$ cat src/rtl/asip_pkg.sv
// Shared definitions for the decode slice: opcode encodings, instruction
// field positions, default widths and the packed ID/EX bundle.
package asip_pkg;

  localparam int unsigned PC_W_DEF    = 8;
  localparam int unsigned INSTR_W_DEF = 16;
  localparam int unsigned REG_W_DEF   = 4;

  localparam logic [3:0] OP_NOP   = 4'h0;
  localparam logic [3:0] OP_ALU   = 4'h1;
  localparam logic [3:0] OP_VALU  = 4'h2;
  localparam logic [3:0] OP_LOAD  = 4'h3;
  localparam logic [3:0] OP_STORE = 4'h4;
  localparam logic [3:0] OP_MOVI  = 4'h5;
  localparam logic [3:0] OP_VLOAD = 4'h6;
  localparam logic [3:0] OP_JMP   = 4'h7;

  // Field LSB positions within the 16-bit instruction word.
  localparam int unsigned OP_LSB  = 12;
  localparam int unsigned RD_LSB  = 8;
  localparam int unsigned RS1_LSB = 4;
  localparam int unsigned RS2_LSB = 0;
  localparam int unsigned IMM_LSB = 0;
  localparam int unsigned FLD_W   = 4;
  localparam int unsigned IMM_W   = 8;

  typedef struct packed {
    logic       valid;
    logic [3:0] opcode;
    logic [3:0] rd;
    logic [3:0] rs1;
    logic [3:0] rs2;
    logic [7:0] imm;
    logic       regwr;
    logic       memrd;
    logic       memwr;
    logic       isvec;
  } id_ex_t;

endpackage

$ cat src/rtl/load_scoreboard.sv
// Load-use scoreboard: a DEPTH-deep shift register of {valid, rd} for loads
// that have issued but are not yet forwardable, plus source-match logic.
// Ports: clk/reset (sync, active-low); shift advances the pipe; push/rd is the
// shift-in entry; clear empties it; rs1/rs2 with enables are the query; hit
// flags a match against any valid entry.
module load_scoreboard
  import asip_pkg::*;
#(
  parameter int unsigned DEPTH = 2,
  parameter int unsigned REG_W = REG_W_DEF
) (
  input  logic             clk,
  input  logic             reset,
  input  logic             shift,
  input  logic             push,
  input  logic [REG_W-1:0] rd,
  input  logic             clear,
  input  logic [REG_W-1:0] rs1,
  input  logic             rs1_en,
  input  logic [REG_W-1:0] rs2,
  input  logic             rs2_en,
  output logic             hit
);

  logic [DEPTH-1:0] vld;
  logic [REG_W-1:0] dst [DEPTH];

  always_ff @(posedge clk) begin
    if (!reset || clear) begin
      vld <= '0;
    end else if (shift) begin
      vld[0] <= push;
      dst[0] <= rd;
      for (int unsigned i = 1; i < DEPTH; i++) begin
        vld[i] <= vld[i-1];
        dst[i] <= dst[i-1];
      end
    end
  end

  always_comb begin
    hit = 1'b0;
    for (int unsigned i = 0; i < DEPTH; i++) begin
      if (vld[i] && ((rs1_en && dst[i] == rs1) || (rs2_en && dst[i] == rs2)))
        hit = 1'b1;
    end
  end

endmodule

$ cat src/rtl/decode_stage.sv
// Decode stage: IF/ID register, instruction decode into a registered ID/EX
// bundle, decode-time jump redirect, and load-use stall via load_scoreboard.
// Ports: clk, reset (sync, active-low); instruction/fetchPc/fetchValid from
// fetch; exStall/exFlush from EX; pcWrEn/newPc redirect and fetchStall to
// fetch; id* outputs are the registered ID/EX bundle.
module decode_stage
  import asip_pkg::*;
#(
  parameter int unsigned PC_W     = PC_W_DEF,
  parameter int unsigned INSTR_W  = INSTR_W_DEF,
  parameter int unsigned REG_W    = REG_W_DEF,
  parameter int unsigned LOAD_LAT = 2
) (
  input  logic               clk,
  input  logic               reset,
  input  logic [INSTR_W-1:0] instruction,
  input  logic [PC_W-1:0]    fetchPc,
  input  logic               fetchValid,
  input  logic               exStall,
  input  logic               exFlush,
  output logic               pcWrEn,
  output logic [PC_W-1:0]    newPc,
  output logic               fetchStall,
  output logic               idValid,
  output logic [3:0]         idOpcode,
  output logic [REG_W-1:0]   idRd,
  output logic [REG_W-1:0]   idRs1,
  output logic [REG_W-1:0]   idRs2,
  output logic [7:0]         idImm,
  output logic [PC_W-1:0]    idPc,
  output logic               idRegWr,
  output logic               idMemRd,
  output logic               idMemWr,
  output logic               idIsVector
);

  logic               if_valid;
  logic [INSTR_W-1:0] if_instr;
  logic [PC_W-1:0]    if_pc;

  id_ex_t          dec;
  id_ex_t          ex_q;
  logic [PC_W-1:0] pc_q;
  logic            rd_rs1, rd_rs2;
  logic            hit, hazard, issue;

  always_comb begin
    dec        = '0;
    rd_rs1     = 1'b0;
    rd_rs2     = 1'b0;
    dec.valid  = 1'b1;
    dec.opcode = if_instr[OP_LSB +: FLD_W];
    dec.rd     = if_instr[RD_LSB +: FLD_W];
    dec.rs1    = if_instr[RS1_LSB +: FLD_W];
    dec.rs2    = if_instr[RS2_LSB +: FLD_W];
    dec.imm    = if_instr[IMM_LSB +: IMM_W];
    case (dec.opcode)
      OP_ALU, OP_VALU: begin
        dec.regwr = 1'b1;
        dec.isvec = (dec.opcode == OP_VALU);
        rd_rs1    = 1'b1;
        rd_rs2    = 1'b1;
      end
      OP_LOAD, OP_VLOAD: begin
        dec.regwr = 1'b1;
        dec.memrd = 1'b1;
        dec.isvec = (dec.opcode == OP_VLOAD);
        rd_rs1    = 1'b1;
      end
      OP_STORE: begin
        dec.memwr = 1'b1;
        rd_rs1    = 1'b1;
        rd_rs2    = 1'b1;
      end
      OP_MOVI: dec.regwr = 1'b1;
      default: ;
    endcase
  end

  load_scoreboard #(.DEPTH(LOAD_LAT), .REG_W(REG_W)) u_sb (
    .clk    (clk),
    .reset  (reset),
    .shift  (~exStall),
    .push   (issue & dec.memrd),
    .rd     (REG_W'(dec.rd)),
    .clear  (exFlush),
    .rs1    (REG_W'(dec.rs1)),
    .rs1_en (rd_rs1),
    .rs2    (REG_W'(dec.rs2)),
    .rs2_en (rd_rs2),
    .hit    (hit)
  );

  assign hazard     = if_valid & hit;
  assign issue      = if_valid & ~hazard & ~exStall & ~exFlush;
  // Gated by reset so fetch sees no stall/redirect while reset is held.
  assign fetchStall = reset & (hazard | exStall);
  assign pcWrEn     = reset & if_valid & (dec.opcode == OP_JMP) &
                      ~hazard & ~exStall & ~exFlush;
  assign newPc      = PC_W'(dec.imm);

  always_ff @(posedge clk) begin
    if (!reset) begin
      if_valid <= 1'b0;
      if_instr <= '0;
      if_pc    <= '0;
    end else if (exFlush || pcWrEn) begin
      if_valid <= 1'b0;
    end else if (!fetchStall) begin
      if_valid <= fetchValid;
      if_instr <= instruction;
      if_pc    <= fetchPc;
    end
  end

  always_ff @(posedge clk) begin
    if (!reset) begin
      ex_q <= '0;
      pc_q <= '0;
    end else if (exFlush) begin
      ex_q.valid <= 1'b0;
    end else if (!exStall) begin
      if (issue) begin
        ex_q <= dec;
        pc_q <= if_pc;
      end else begin
        ex_q <= '0;
      end
    end
  end

  assign idValid    = ex_q.valid;
  assign idOpcode   = ex_q.opcode;
  assign idRd       = REG_W'(ex_q.rd);
  assign idRs1      = REG_W'(ex_q.rs1);
  assign idRs2      = REG_W'(ex_q.rs2);
  assign idImm      = ex_q.imm;
  assign idPc       = pc_q;
  assign idRegWr    = ex_q.regwr;
  assign idMemRd    = ex_q.memrd;
  assign idMemWr    = ex_q.memwr;
  assign idIsVector = ex_q.isvec;

endmodule

$ cat config.mk
export PLATFORM = sky130hd
export DESIGN_NAME = decode_stage
export DESIGN_NICKNAME = d
export VERILOG_FILES = /design/src/rtl/asip_pkg.sv /design/src/rtl/load_scoreboard.sv /design/src/rtl/decode_stage.sv
export SDC_FILE = /design/constraint.sdc
export NUM_CORES = 1
export LEC_CHECK = 0
export CELL_PAD_IN_SITES_DETAIL_PLACEMENT = 2
export CELL_PAD_IN_SITES_GLOBAL_PLACEMENT = 2
export CORE_ASPECT_RATIO = 0.8
export CORE_MARGIN = 8
export CORE_UTILIZATION = 31
export DETAILED_ROUTE_END_ITERATION = 12
export MAX_ROUTING_LAYER = met4
export PLACE_DENSITY = 0.93
export SETUP_SLACK_MARGIN = 0.1
export SYNTH_ARGS = -nofsm -noshare
export SYNTH_HDL_FRONTEND = slang
export SYNTH_HIERARCHICAL = 1
export SYNTH_SLANG_ARGS = --single-unit
$ cat constraint.sdc
create_clock -name clk -period 3.55 [get_ports clk]
set_input_delay 0.8875 -clock clk [delete_from_list [all_inputs] [get_ports clk]]
set_output_delay 0.8875 -clock clk [all_outputs]
set_load 0.005 [all_outputs]
## Word-level counts from Yosys, hierarchy flattened

Memory sizes are Yosys's and may differ from the RTL's.
Index checks and enable logic that the tools add are counted.

| storage, ports and cells | value |
|---|---|
| bits in writable memories | 8 |
| memories kept | 1 |
| register bits | 64 |
| output and inout port bits | 47 |

| cells by class | value |
|---|---|
| equal/unequal tests | 11 |
| reduce and logical (&&, ||, !) cells | 21 |
| bitwise gates (word level) | 18 |
| multiplexer cells | 12 |

Memories:

| memory | depth | width | rd ports | clocked after Yosys merged registers in | wr ports | line | text |
|---|---|---|---|---|---|---|---|
| u_sb.dst | 2 | 4 | 2 | 0 | 2 | load_scoreboard.sv:26 | `logic [REG_W-1:0] dst [DEPTH];` |

Operators with widths:

| cell | count |
|---|---|
| 29-bit 2-to-1 mux | 1 |
| 4-bit by 3-bit equality test with 1-bit output (second input constant) | 4 |
| 4-bit equality test | 4 |
| 1-bit AND | 11 |
| 1-bit 2-to-1 mux | 10 |
| 5-bit OR reduction | 2 |
| 4-bit by 2-bit equality test with 1-bit output (second input constant) | 2 |
| 2-bit OR reduction | 4 |
| 1-bit logical AND | 6 |
| 1-bit inverter | 6 |
| 4-bit by 1-bit equality test with 1-bit output (second input constant) | 1 |
| 1-bit logical OR | 4 |
| 2-bit AND reduction | 2 |
| 3-bit AND reduction | 1 |
| 3-bit OR reduction | 1 |
| 1-bit case mux with 2 select lines | 1 |
| 1-bit logical NOT | 1 |
| 1-bit OR | 1 |

## Depth between registers and ports, before layout

| logic depth | value |
|---|---|
| depth after elaboration | 16 |
| gate-level depth with buffers | 11 |
| gate-level depth less buffers | 10 |

## By module

Netlist, hierarchy kept.

Modules (own cells, without submodules):

| module | cells each | instances | area each (um2) |
|---|---|---|---|
| decode_stage | 259 | 1 | 2279.7 |
| load_scoreboard | 42 | 1 | 513.0 |

## Least setup slack after synthesis

No wires, ideal clock.

| path | value |
|---|---|
| path kind | register to output |
| start point | register if_instr[12] |
| end point | output port pcWrEn |
| path slack | 996 ps |
| path buffers | 1 |
| arrival time | 1667 ps |
| cell stages (with the launch flop) | 10 |
| cells stage by stage | dfxtp_1 clkbuf_1 o21ai_0 o21ai_0 nor2_1 nand4_1 nand4_1 nor2_1 nand2_1 nor4_1 |

| between the ends | value |
|---|---|
| longest elaborated chain between the ends | 13 |

Ends and longest elaborated chain:

| element | line | text |
|---|---|---|
| start: declaration | decode_stage.sv:38 | `logic [INSTR_W-1:0] if_instr;` |
| start signal: assignment | decode_stage.sv:111 | `if_instr <= instruction;` |
| 4-bit by 2-bit equality test with 1-bit output, or another cell as far along | decode_stage.sv:57 | `case (dec.opcode)` |
| 3-bit OR reduction (no source line) (*) | n/a |  |
| 1-bit 2-to-1 mux (*) | decode_stage.sv:57 |  |
| named net rd_rs2 | decode_stage.sv:44 | `logic rd_rs1, rd_rs2;` |
| 1-bit logical AND | load_scoreboard.sv:44 | `if (vld[i] && ((rs1_en && dst[i] == rs1) \|\| (rs2_en && dst[i] == rs2)))` |
| 1-bit logical OR | load_scoreboard.sv:44 |  |
| 1-bit logical AND | load_scoreboard.sv:44 |  |
| 1-bit 2-to-1 mux | load_scoreboard.sv:44 |  |
| 1-bit 2-to-1 mux (*) | load_scoreboard.sv:44 |  |
| named net hit | decode_stage.sv:45 | `logic hit, hazard, issue;` |
| 1-bit AND (*) | decode_stage.sv:94 | `assign hazard = if_valid & hit;` |
| 1-bit inverter (*) | decode_stage.sv:99 | `~hazard & ~exStall & ~exFlush;` |
| 1-bit AND (*) | decode_stage.sv:98 | `assign pcWrEn = reset & if_valid & (dec.opcode == OP_JMP) &` |
| 1-bit AND (*) (2 in a row) | decode_stage.sv:99 |  |
| end: declaration | decode_stage.sv:21 | `output logic pcWrEn,` |

The timed path passes the listed nets; every way through them passes the cells marked *.

==> flow_metrics.env <==
export IMPL_status="complete, no violations"
export IMPL_dieHeight_um=100.9
export IMPL_final_cells=479
export IMPL_seq_area_frac_synth_pct=48.75
export IMPL_clock_path_buffers=2
export IMPL_routedWlPerCell_um=20.78
export IMPL_vias=2390
export IMPL_pwr_share_clk_pct=49.5
export IMPL_ys_seq_elements=64
export IMPL_tightest_slew_ns=0.8211
export IMPL_layout_drive_gt1_share_pct=8.791
export IMPL_syn_to_final_growth_pct=37.90
export IMPL_dp_cells=463
export IMPL_syn_nets=330
export IMPL_core_area_um2=8921
export IMPL_hp_class="register to register"
export IMPL_hold_start="if_pc[1]"
export IMPL_cp_num_cells=8
export IMPL_r2r_start="if_instr[14]"
export IMPL_port_buffers=75
export IMPL_clock_root_buffer="clkbuf_16"
export IMPL_std_cell_rows=31
export IMPL_dr_pass1_iters=4
export IMPL_p_sw_share_pct=23.27
export IMPL_cts_num_sinks=64
export IMPL_crit_path_end_kind="output pin"
export IMPL_ioPinCount=76
export IMPL_yosys_warnings=6
export IMPL_hold_buffers=0
export IMPL_hpwlAfterDp_um=6530
export IMPL_hold_viol=0
export IMPL_cp_cell_sequence="xor2_1 > nor3_2 > nand4_1 > nand4_1 > buf_4 > a21oi_1 > nor2_1 > clkdlybuf4s50_1"
export IMPL_diodes=0
export IMPL_htreeDepth=3
export IMPL_grt_pass1_wl_um=15750
export IMPL_finalSetupTns_ns=0
export IMPL_worstPathArrival_ns=2.47
export IMPL_slew_violations=0
export IMPL_p_leak_nw=1.459
export IMPL_drt_vias_per_instance=4.990
export IMPL_post_cts_buffers=0
export IMPL_clock_fmax_ghz=0.2978
export IMPL_reg2reg_setup_slack_ns=0.92
export IMPL_avgSynthCellArea_um2=9.278
export IMPL_drt_total_wl_um=9953
export IMPL_n_fill_cell=963
export IMPL_crit_family="simple AND/OR/NAND/NOR gates"
export IMPL_ys_types=34
export IMPL_antenna_found_initial=0
export IMPL_cts_tree="done"
export IMPL_cap_violations=0
export IMPL_switchingPower_mw=0.4460
export IMPL_fin_util_pct=43.17
export IMPL_max_vdd_ir_drop_mv=0.2717
export IMPL_die_area_um2=12320
export IMPL_cp_start_kind="register"
export IMPL_drc=0
export IMPL_maxSlewHeadroom_pct=45.26
export IMPL_worstSetupPathType="register to output pin"
export IMPL_ys_flop_type="dfxtp_1"
export IMPL_drtIter0Drc=113
export IMPL_required_ns=2.66
export IMPL_final_area_um2=3851
export IMPL_regArea_um2=1366
export IMPL_gp_congestion=0.7377
export IMPL_grt_max_degree=38
export IMPL_die_width_um=122.1
export IMPL_p_seq_share_pct=41.4
export IMPL_period_needed_ns=3.358
export IMPL_cpPeakStageDelay_ns=0.53
export IMPL_synth_top_cell_area_share_pct=40.14
export IMPL_crit_fanout=5
export IMPL_yosysTopAreaCell="dfxtp_1"
export IMPL_numCtsBuffers=9
export IMPL_rr_endpoint="u_sb/vld[0]"
export IMPL_synth_edf_count=8
export IMPL_holdPathEnd="idPc[1]"
export IMPL_cts_resized=5
export IMPL_fin_worst_skew_ns=0.007940
export IMPL_whs_path_depth=2
export IMPL_async_reset_ff_share_pct=0
export IMPL_crit_slowest_cell="clkdlybuf4s50_1"
export IMPL_synthTopCellsByArea="dfxtp_1, mux2i_1, nand2_1"
export IMPL_grtUsageTotal_pct=17.32
export IMPL_nets=388
export IMPL_multiInputGateArea_um2=1194
export IMPL_netlist_instances=301
export IMPL_power_per_cell_area_nw_per_um2=497.6
export IMPL_ant_nets=0
export IMPL_cp_num_buf_inv=2
export IMPL_initial_utilization_pct=31.30
export IMPL_path_common_cell="nand4_1"
export IMPL_comb_power_share_pct=9.1
export IMPL_clock_latency_ns=0.33
export IMPL_internal_power_mw=1.470
export IMPL_power_total_mw=1.916
export IMPL_post_route_period_util_pct=94.58
export IMPL_overflow=0
export IMPL_rsz0062_at_grt="no"
export IMPL_grt_pass1_vias=2793
export IMPL_clkTransAtPathRegs_ns=0.06
export IMPL_finalSetupViolCount=0
export IMPL_placed_area_um2=3511
export IMPL_r2r_cells=12
export IMPL_netlist_area_um2=2793
-- cell type report --
| cell class | count | area share (%) |
|---|---|---|
| Inverter | 4 | 0.3899 |
| Tap cell | 115 | 3.736 |
| Multi-Input combinational cell | 196 | 30.99 |
| Clock inverter | 2 | 0.9097 |
| Clock buffer | 14 | 7.407 |
| Sequential cell | 64 | 35.48 |
| Timing Repair Buffer | 84 | 21.09 |
-- metal layers --
| metal | vias up | global-route usage [%] | part of all wire, % |
|---|---|---|---|
| li1 | 1122 | - | - |
| met1 | 1192 | 19.11 | 44 |
| met2 | 54 | 28.98 | 49 |
| met3 | 22 | 3.807 | 3.6 |
| met4 | 0 | 8.879 | 3.3 |
| met5 | - | - | 0 |
-- Yosys cell counts (all sizes together), types with 2 or more instances --
library cell  number
nor3               6
nand4              5
mux2i             26
xor2              13
inv                4
xnor2              5
a22oi             16
nand2b             2
dfxtp             56
edfxtp             8
o31ai              3
buf               27
nor2              24
nand3              4
clkbuf            10
nand2             66
a21oi             11
o21ai              3
-- placed cells by master, fill, tap and decap left out, types with 3 or more instances in the layout --
master	n
a21oi_1	11
a22oi_1	16
buf_4	9
clkbuf_16	10
clkdlybuf4s50_1	73
dfxtp_1	54
edfxtp_1	8
inv_1	3
mux2i_1	26
nand2_1	66
nand3_1	4
nand4_1	5
nor2_1	24
nor3_1	5
o21ai_0	3
o31ai_1	3
xnor2_1	5
xor2_1	13
-- through the flow --
| step | worst slack, ns | hold slack (ns) |
|---|---|---|
| final | 0.1925 | 0.4630 |
| after floorplan | 0.9957 | 0.4304 |
| after global placement | 0.3236 | 0.4373 |
| after detailed placement | 0.3205 | 0.4527 |
| after CTS | 0.1745 | 0.4714 |
| after global routing | 0.1141 | 0.4849 |
-- power groups by stage --
stage	logic [mW]	clock network, mW	registers, mW
final	0.175	0.948	0.794
after CTS	0.177	0.966	0.794
after global placement	0.160	0	0.804
after floorplan	0.112	0	0.791
after detailed placement	0.171	0	0.807
after global routing	0.189	0.997	0.797
-- cells by family (layout without fill, tap and decap cells) --
logic type	count (synthesis)	in the layout	synth area share, %
multiplexers	26	26	9.319
flip-flops	64	64	48.75
AO/OA/AOI/OAI	39	39	9.409
buffers and inverters	41	104	9.140
XOR/XNOR	18	18	5.645
AND/OR/NAND/NOR	113	113	17.74
-- registers in the layout, summed over array words and instances (netlist names), 2 cells and up --
name      count
idRd          4
idPc          8
u_sb/vld      2
idRs1         4
if_pc         8
u_sb/dst      8
idRs2         3
idOpcode      4
if_instr     16
-- worst max-delay path by stage --
| stage | endpoint | startpoint | slack [ns] |
|---|---|---|---|
| final | fetchStall | u_sb/dst[0][3] | 0.19 |
| after global routing | fetchStall | u_sb/dst[0][3] | 0.11 |
| after CTS | fetchStall | u_sb/dst[0][3] | 0.17 |
| after detailed placement | pcWrEn | exStall | 0.32 |
| after global placement | pcWrEn | exStall | 0.32 |
| after floorplan | pcWrEn | if_instr[12] | 1.0 |
-- worst min-delay path: cells and delay by family, from the launching register on --
| kind | cells | cell delay (ns) |
|---|---|---|
| AO/OA/AOI/OAI | 1 | 0.05 |
| flip-flops | 1 | 0.31 |
| AND/OR/NAND/NOR | 1 | 0.06 |
No activity file was read; power rests on OpenSTA's default activity.
